==> src/rtl/blockram_access_controller.sv <==
// Sequences single-element reads and write/evict cycles against a dual-port blockram.
// Define BLOCKRAM_ACCESS_CONTROLLER_EVICT_EN to return the overwritten element on the evict channel.
module blockram_access_controller #(
  parameter int SINGLE_ELEMENT_SIZE_IN_BITS = 64,
  parameter int NUMBER_SETS                 = 64,
  parameter int SET_PTR_WIDTH_IN_BITS       = 6
) (
  input  logic                                   clk_in,
  input  logic                                   reset_in,
  input  logic                                   read_request_valid_in,
  input  logic [SET_PTR_WIDTH_IN_BITS-1:0]       read_request_set_addr_in,
  output logic                                   read_request_ack_out,
  output logic                                   read_response_valid_out,
  output logic [SINGLE_ELEMENT_SIZE_IN_BITS-1:0] read_response_element_out,
  input  logic                                   read_response_ack_in,
  input  logic                                   write_request_valid_in,
  input  logic [SET_PTR_WIDTH_IN_BITS-1:0]       write_request_set_addr_in,
  input  logic [SINGLE_ELEMENT_SIZE_IN_BITS-1:0] write_request_element_in,
  output logic                                   write_request_ack_out,
  output logic                                   evict_valid_out,
  output logic [SINGLE_ELEMENT_SIZE_IN_BITS-1:0] evict_element_out,
  input  logic                                   evict_ack_in,
  output logic                                   ram_read_en_out,
  output logic [SET_PTR_WIDTH_IN_BITS-1:0]       ram_read_set_addr_out,
  input  logic [SINGLE_ELEMENT_SIZE_IN_BITS-1:0] ram_read_element_in,
  output logic                                   ram_write_en_out,
  output logic [SET_PTR_WIDTH_IN_BITS-1:0]       ram_write_set_addr_out,
  output logic [SINGLE_ELEMENT_SIZE_IN_BITS-1:0] ram_write_element_out,
  input  logic [SINGLE_ELEMENT_SIZE_IN_BITS-1:0] ram_evict_element_in,
  output logic [1:0]                             read_state_dbg,
  output logic [1:0]                             write_state_dbg
);

  localparam int W  = SINGLE_ELEMENT_SIZE_IN_BITS;
  localparam int AW = SET_PTR_WIDTH_IN_BITS;
  // Set addresses are passed through unchanged; the set count is informational only.
  localparam int unused_number_sets = NUMBER_SETS;

  // Handshake: a request/response transfers on a rising edge where its valid and its
  // ack are both high; a valid once raised by this block holds, with stable data,
  // until that edge. Request acks are combinational and forced low during reset.

  typedef enum logic [1:0] {RD_IDLE, RD_ISSUE, RD_CAPTURE, RD_RESPOND} rd_state_t;
`ifdef BLOCKRAM_ACCESS_CONTROLLER_EVICT_EN
  typedef enum logic [1:0] {WR_IDLE, WR_WRITE, WR_CAPTURE, WR_EVICT} wr_state_t;
`else
  typedef enum logic [1:0] {WR_IDLE, WR_WRITE} wr_state_t;
`endif

  rd_state_t       rd_state, rd_next;
  wr_state_t       wr_state, wr_next;
  logic [AW-1:0]   rd_addr_q;
  logic [W-1:0]    rd_data_q;
  logic [AW-1:0]   wr_addr_q;
  logic [W-1:0]    wr_data_q;
  logic            rd_hazard;

  // A read may not overtake a write to the same set, so it always sees the new data.
  always_comb begin
    write_request_ack_out = !reset_in && write_request_valid_in && (wr_state == WR_IDLE);
    rd_hazard = ((wr_state != WR_IDLE) && (wr_addr_q == read_request_set_addr_in)) ||
                (write_request_ack_out && (write_request_set_addr_in == read_request_set_addr_in));
    read_request_ack_out = !reset_in && read_request_valid_in && (rd_state == RD_IDLE) &&
                           !rd_hazard;
  end

  always_comb begin
    rd_next = rd_state;
    case (rd_state)
      RD_IDLE:    if (read_request_ack_out) rd_next = RD_ISSUE;
      RD_ISSUE:   rd_next = RD_CAPTURE;
      RD_CAPTURE: rd_next = RD_RESPOND;
      RD_RESPOND: if (read_response_ack_in) rd_next = RD_IDLE;
      default:    rd_next = RD_IDLE;
    endcase
  end

  always_ff @(posedge clk_in) begin
    if (reset_in) begin
      rd_state  <= RD_IDLE;
      rd_addr_q <= '0;
      rd_data_q <= '0;
    end else begin
      rd_state <= rd_next;
      if (read_request_ack_out) rd_addr_q <= read_request_set_addr_in;
      if (rd_state == RD_CAPTURE) rd_data_q <= ram_read_element_in;
    end
  end

  always_comb begin
    wr_next = wr_state;
    case (wr_state)
      WR_IDLE:    if (write_request_ack_out) wr_next = WR_WRITE;
`ifdef BLOCKRAM_ACCESS_CONTROLLER_EVICT_EN
      WR_WRITE:   wr_next = WR_CAPTURE;
      WR_CAPTURE: wr_next = WR_EVICT;
      WR_EVICT:   if (evict_ack_in) wr_next = WR_IDLE;
`else
      WR_WRITE:   wr_next = WR_IDLE;
`endif
      default:    wr_next = WR_IDLE;
    endcase
  end

  always_ff @(posedge clk_in) begin
    if (reset_in) begin
      wr_state  <= WR_IDLE;
      wr_addr_q <= '0;
      wr_data_q <= '0;
    end else begin
      wr_state <= wr_next;
      if (write_request_ack_out) begin
        wr_addr_q <= write_request_set_addr_in;
        wr_data_q <= write_request_element_in;
      end
    end
  end

`ifdef BLOCKRAM_ACCESS_CONTROLLER_EVICT_EN
  logic [W-1:0] ev_data_q;

  // The RAM presents the overwritten content the cycle after the write strobe.
  always_ff @(posedge clk_in) begin
    if (reset_in) ev_data_q <= '0;
    else if (wr_state == WR_CAPTURE) ev_data_q <= ram_evict_element_in;
  end

  assign evict_valid_out   = (wr_state == WR_EVICT);
  assign evict_element_out = ev_data_q;
`else
  logic unused_evict;
  assign unused_evict      = evict_ack_in ^ (^ram_evict_element_in);
  assign evict_valid_out   = 1'b0;
  assign evict_element_out = '0;
`endif

  assign ram_read_en_out           = (rd_state == RD_ISSUE);
  assign ram_read_set_addr_out     = rd_addr_q;
  assign read_response_valid_out   = (rd_state == RD_RESPOND);
  assign read_response_element_out = rd_data_q;
  assign ram_write_en_out          = (wr_state == WR_WRITE);
  assign ram_write_set_addr_out    = wr_addr_q;
  assign ram_write_element_out     = wr_data_q;
  assign read_state_dbg            = rd_state;
  assign write_state_dbg           = wr_state;

endmodule

==> config.mk <==
export PLATFORM = sky130hd
export DESIGN_NAME = blockram_access_controller
export DESIGN_NICKNAME = d
export VERILOG_FILES = /design/src/rtl/blockram_access_controller.sv
export SDC_FILE = /design/constraint.sdc
export NUM_CORES = 1
export LEC_CHECK = 0
export ABC_CLOCK_PERIOD_IN_PS = 1900
export BUFFER_PORTS_ARGS = -buffer_cell sky130_fd_sc_hd__buf_4
export CAP_MARGIN = 20
export CORE_AREA = 4 4 161 163
export DETAILED_ROUTE_END_ITERATION = 10
export DIE_AREA = 0 0 165 167
export HOLD_SLACK_MARGIN = 0.1
export PLACE_DENSITY = 0.48
export RECOVER_POWER = 25
export SLEW_MARGIN = 20
export SYNTH_ARGS = -nofsm -noshare
export SYNTH_HDL_FRONTEND = slang
export SYNTH_SLANG_ARGS = --single-unit
==> constraint.sdc <==
create_clock -name clk_in -period 1.9 [get_ports clk_in]
set_input_delay 0.19 -clock clk_in [delete_from_list [all_inputs] [get_ports clk_in]]
set_output_delay 0.19 -clock clk_in [all_outputs]
set_load 0.02 [all_outputs]
==> results of run 1 <==
worst reg2reg max path: stages, from the launching register on:
cell and delay [ns]:
dfxtp_2 0.38, nor2_2 0.06, nand2_2 0.12, clkinv_2 0.14, and4_4 0.20, a221o_1 0.33
o21ai_0 0.16, a21oi_1 0.08
layout by cell type (no fill, tap or decap), types with 5 or more instances in the layout:
cell	count
a21oi_1	8
nand2_1	142
clkbuf_16	17
nand3_1	7
o21ai_0	78
inv_6	5
dlygate4sd3_1	142
dfxtp_1	137
dfxtp_2	5
mux2i_1	64
buf_4	231
clkbuf_1	72
clkinv_4	5
xnor2_1	9
nor2_1	65
conb_1	66
layout make-up:
cell class / count / area share
repair buffers: 449 / 0.357
clock inverters: 12 / 0.0149
inverters: 6 / 0.00240
clock buffers: 20 / 0.0460
well taps: 324 / 0.0408
multi-input cells: 463 / 0.249
flip-flops and latches: 143 / 0.289
kinds of logic after synthesis:
group / Yosys count
simple gates: 222
other cells: 1
mux: 64
compound gates: 94
buf+inv: 111
fa+ha+maj: 5
xor+xnor: 12
flops: 143
what timing repair did:
item | 4_1_cts | 5_1_grt
hold buffers | 142 | 0
buffers inserted | 1 | 2
resized for setup | 3 | 12
gates cloned | 1 | 0
setup endpoints to repair | 2 | 2
pin swaps | 1 | 2
endpoints found under the hold margin | 142 | 0
layer usage:
metal	global-route usage	routed length (um)	vias up
met5	0	14	-
met4	0.0344	251	4
met3	0.0591	1930	17
met2	0.238	9860	229
met1	0.158	8140	2504
li1	-	-	2851
stage by stage:
| stage | utilization | cell area, um^2 | cells | hold slack [ns] | power [uW] |
|---|---|---|---|---|---|
| 5_1_grt | 0.408 | 9920 | 1417 | 0.169 | 10800 |
| 3_5_place_dp | 0.331 | 8050 | 1239 | 0.388 | 6700 |
| 2_1_floorplan | - | 5980 | 717 | 0.299 | 5490 |
| 3_3_place_gp | 0.331 | 8050 | 1239 | 0.383 | 6690 |
| 6_report | 0.408 | 9920 | 1417 | 0.150 | 10200 |
| 4_1_cts | 0.417 | 10100 | 1415 | 0.141 | 10500 |
flip-flops by register name (all words and copies together), names as in the netlist:
signal	flops
write_state_dbg	1
ram_read_set_addr_out	6
ram_write_set_addr_out	6
read_response_element_out	64
ram_write_element_out	64
read_state_dbg	2
path summary, 6_finish.rpt:
kind	slack (ns)	cells past startpoint	endpoint	from
max	0.08	6	write_request_ack_out	write_request_valid_in
min	0.15	4	write_state_dbg[0]	reset_in
max reg2reg	0.30	7	read_state_dbg[1]	write_state_dbg[0]
min reg2reg	0.46	2	ram_write_element_out[21]	ram_write_element_out[21]
power groups by stage:
| stage | Clock, uW | Sequential [uW] | Combinational (uW) |
|---|---|---|---|
| final | 3460 | 3620 | 3150 |
| after global routing | 3730 | 3670 | 3450 |
| after CTS | 3610 | 3620 | 3300 |
| after detailed placement | 0 | 3680 | 3020 |
| after global placement | 0 | 3660 | 3020 |
| after floorplan | 0 | 4130 | 1360 |
==> results.toml, run 1 <==
[cts]
h-tree-depth = 4
numCtsBuffers = 17
cts-root-buf = "clkbuf_16"
cts.clk_slew.worst_paths_ns = 0.06
clock-sinks = 143
tritoncts = "yes"
clk_latency_ns = 0.42
cts.path.max_buffers = 2

[pwr]
seq_power_share = 0.354
p_leak_uw = 0.00422
powerDensity_mw_per_mm2 = 1030
p_switching_uw = 3360
clkPwrFrac = 0.338
intPower_uw = 6860
power_frac_comb = 0.308
p_sw_frac = 0.329
ir_worst_vdd_uv = 494

[timing]
timing.setup.tns_ns = 0
finalSetupViolCount = 0
worst_slack_ns = 0.0808
maxSlewViolCount = 0
clock_skew_ns = 0.0132
min_period_ns = 1.82
hold_viol = 0
fmax_mhz = 550
rsz0062_at_grt = "true"
fin_crit_sh = 0.957

[synth]
synth_area_leaders = "dfxtp_1 50%, mux2i_1 11%, nand2_1 9.3%"
syn_area_per_cell_um2 = 8.80
synthTopCellsByCount = "143 x dfxtp_1, 142 x nand2_1, 78 x o21ai_0, 67 x buf_4, 65 x nor2_1"
yosys_register_bits = 143
synth-async-reset-ratio = 0
synth_fa_ha_area_frac = 0.0109
synth_most_common_cell = "dfxtp_1"
synth.top_cell.area_share = 0.499
seq_area_frac_synth = 0.499
syn_inst = 652
synth_mux_area_frac = 0.112
synth-edff-count = 0
synth_cell_types = 31
synth_xor_area_frac = 0.0183
synth_compound_area_frac = 0.0868
yosys.area.top_type = "dfxtp_1"
synth_top_family_by_area = "simple AND/OR/NAND/NOR gates"
synth_area_mm2 = 0.00574
synth_simple_gate_area_frac = 0.152
synth.yosys.warnings = 0
synth_flop_cell = "dfxtp_1"

[drt]
route.detailed.drc = 0
vias_per_cell = 3.96
wire_per_inst_um = 14.3
first_pass_iters = 4
detail_route.iter0.violations = 194
final_antenna_net_count = 0
vias = 5605
routed_wl_um = 20200

[final_layout]
layout-drive-gt1-share = 0.263
area_growth_pct = 73.0
fillers = 2529
layout.nets = 1295
regArea_mm2 = 0.00287
diodes = 0
multi_input_area_mm2 = 0.00248

[global_route]
grt_start_max_net_pins = 72
grt_pass1_wl_um = 30100
antenna_found_initial = 2
grt-ovfl-total = 0
track_usage = 0.139
grt_pass1_vias = 5629

[min_path]
hold_class = "in -> reg"

[setup_path]
critPathTopFamily = "buffers and inverters"
crit_slowest_cell = "dlygate4sd3_1"
required_ns = 1.71
worst_ep_arrival_time_ns = 1.63
cp-end-kind = "output port"
start_kind = "input port"
crit_path_frequent_cell = "buf_4"
critPathKind = "in -> out"
critPathBufInv = 5
worstPathCellList = "dlygate4sd3_1 -> buf_4 -> nand2_2 -> clkinv_2 -> buf_16 -> buf_4"
path_max_fanout = 71
max_stage_delay_ns = 0.56

[place]
dpl_worst_slack_ns = 0.209
port-buffer-count = 292
dp_hpwl_um = 13700
gp_congestion = 0.695

[floorplanning]
rows = 57
pin_count = 424
fp.dieW_um = 165
die_y_um = 167
die_area_mm2 = 0.0276
start_util = 0.236
core_area_mm2 = 0.0243

[flow_run]
cap_violations = 0

[status]
outcome = "completed"
Note: power is estimated with default switching activity, not from simulation.
==> inputs of run 2 (changes only) <==
--- a/config.mk
+++ b/config.mk
@@ -9,6 +9,7 @@
 export BUFFER_PORTS_ARGS = -buffer_cell sky130_fd_sc_hd__buf_4
 export CAP_MARGIN = 20
 export CORE_AREA = 4 4 161 163
+export CTS_BUF_LIST = sky130_fd_sc_hd__clkbuf_4
 export DETAILED_ROUTE_END_ITERATION = 10
 export DIE_AREA = 0 0 165 167
 export HOLD_SLACK_MARGIN = 0.1
==> run 2 against run 1 <==
- register-to-register slack worse by 0.16 ns
- maximum frequency decreased by 2.5%
- sequential share of layout area is 0.57 points higher
- clock power shrank 40%
- cell area is 1.9% lower
- combinational power increased by 3%
- largest cell class unchanged
- utilization shrank 0.78 points
- highest routed layer unchanged
- first-iteration DRC count is 4.1% lower
- total power shrank 13%
==> results.toml, run 2 (synthesis gave the netlist of run 1 again) <==
[cts]
numCtsBuffers = 17
tritoncts = "yes"
clk_latency_ns = 0.54
cts-root-buf = "clkbuf_4"
clock-sinks = 143
cts.clk_slew.worst_paths_ns = 0.15
cts.path.max_buffers = 2
h-tree-depth = 4

[timing]
maxSlewViolCount = 0
min_period_ns = 1.87
clock_skew_ns = 0.0310
worstMarginPinSlew_ns = 0.907
finalSetupViolCount = 0
rsz0062_at_grt = "true"
holdWs_ns = 0.152
worst_slack_ns = 0.0344
fin_crit_sh = 0.982
hold_viol = 0
fmax_mhz = 536
max_slew_margin = 0.396

[setup_path]
worst_ep_arrival_time_ns = 1.68
cp-end-kind = "output port"
required_ns = 1.71
max_stage_delay_ns = 0.37
critPathKind = "reg -> out"
path_max_fanout = 4
crit_slowest_cell = "dfxtp_4"
start_kind = "flop"
rrSetupSlack_ns = 0.14
worstPathCellList = "nor2_2 -> nand2_2 -> o31ai_2 -> buf_4 -> nor2_4 -> buf_6"

[final_layout]
instances_no_fill = 1426
layout-drive-gt1-share = 0.273
fin_area_mm2 = 0.00974
final_common_cell = "buf_4"
area_growth_pct = 69.7
final_core_util = 0.400
layout.nets = 1303
final_cell_mix = "241 x buf_4, 143 x dlygate4sd3_1, 142 x nand2_1"

[floorplanning]
pin_count = 424
die_area_mm2 = 0.0276
core_area_mm2 = 0.0243
start_util = 0.236
die_y_um = 167
rows = 57
fp.dieW_um = 165

[min_path]
hold_class = "in -> reg"

[place]
dpl_worst_slack_ns = 0.209
dpl-instance-area_mm2 = 0.00805
place_inst = 1239
dp_hpwl_um = 13700
gp_congestion = 0.695
port-buffer-count = 292

[global_route]
met3_usage = 0.0598
track_usage = 0.140
use_met1 = 0.157
use_met2 = 0.241
grt.busiest_layer = "met2"
grt_pass1_wl_um = 30300
grt_pass1_vias = 5695
antenna_found_initial = 3
grt_start_max_net_pins = 72
grt-ovfl-total = 0

[pwr]
ir_worst_vdd_uv = 411
powerDensity_mw_per_mm2 = 915
p_leak_uw = 0.00415

[flow_run]
cap_violations = 0

[drt]
vias_per_cell = 3.97
detail_route.iter0.violations = 186
vias = 5662
first_pass_iters = 4
wire_per_inst_um = 14.5
route.detailed.drc = 0
routed_wl_um = 20700
final_antenna_net_count = 0

[status]
outcome = "completed"
## run 2: cell count changes in the layout (fill, tap and decap cells not counted), moves of 2 or more
cell / change
buf_4: +10
clkbuf_1: -6
clkbuf_16: -17
clkinv_1: +2
clkbuf_4: +18
clkbuf_8: -2
## run 2: final timing paths
path,startpoint,depth (start not counted),endpoint
max,write_state_dbg[0],6,read_request_ack_out
min,reset_in,3,read_response_element_out[10]
max reg2reg,write_state_dbg[0],5,ram_write_element_out[0]
min reg2reg,ram_write_element_out[21],2,ram_write_element_out[21]
## run 2: cell type report
cell class	count	area [um^2]
multi-input combinational	463	2480
fill	2547	14600
clock buffer	18	135
tap	324	405
sequential	143	2870
antenna	1	2.50
timing repair buffer	457	3650
clock inverter	14	155
inverter	6	27.5
## run 2: critical path, delay by kind of cell, from the launching register on
kind	cells	cell delay, ns
flip-flops	1	0.37
AO/OA/AOI/OAI	1	0.24
AND/OR/NAND/NOR	3	0.26
buffers and inverters	2	0.28
## run 2: per-layer routing
layer | share of wire | wire [um]
met4 | 0.012 | 243
met1 | 0.41 | 8480
met3 | 0.094 | 1940
met2 | 0.48 | 10000
met5 | 0.0012 | 24
## run 2: stage by stage
step	total power [uW]	TNS, ns
2_1_floorplan	5490	0
3_3_place_gp	6690	0
3_5_place_dp	6700	0
4_1_cts	9190	-0.0832
5_1_grt	9500	-0.178
6_report	8910	0
## run 2: what timing repair did
item / in CTS / in global routing
setup endpoints to repair: 2 / 2
pin swaps: 3 / 5
setup buffers: 7 / 1
cloned: 2 / 1
gates resized for setup: 10 / 11
hold endpoints to repair: 142 / 1
hold buffers: 142 / 1
## run 2: power by group
part           switching (uW)  internal (uW)  total [uW]
Combinational            1750           1470        3230
Sequential                217           3390        3610
Clock                    1250            820        2070
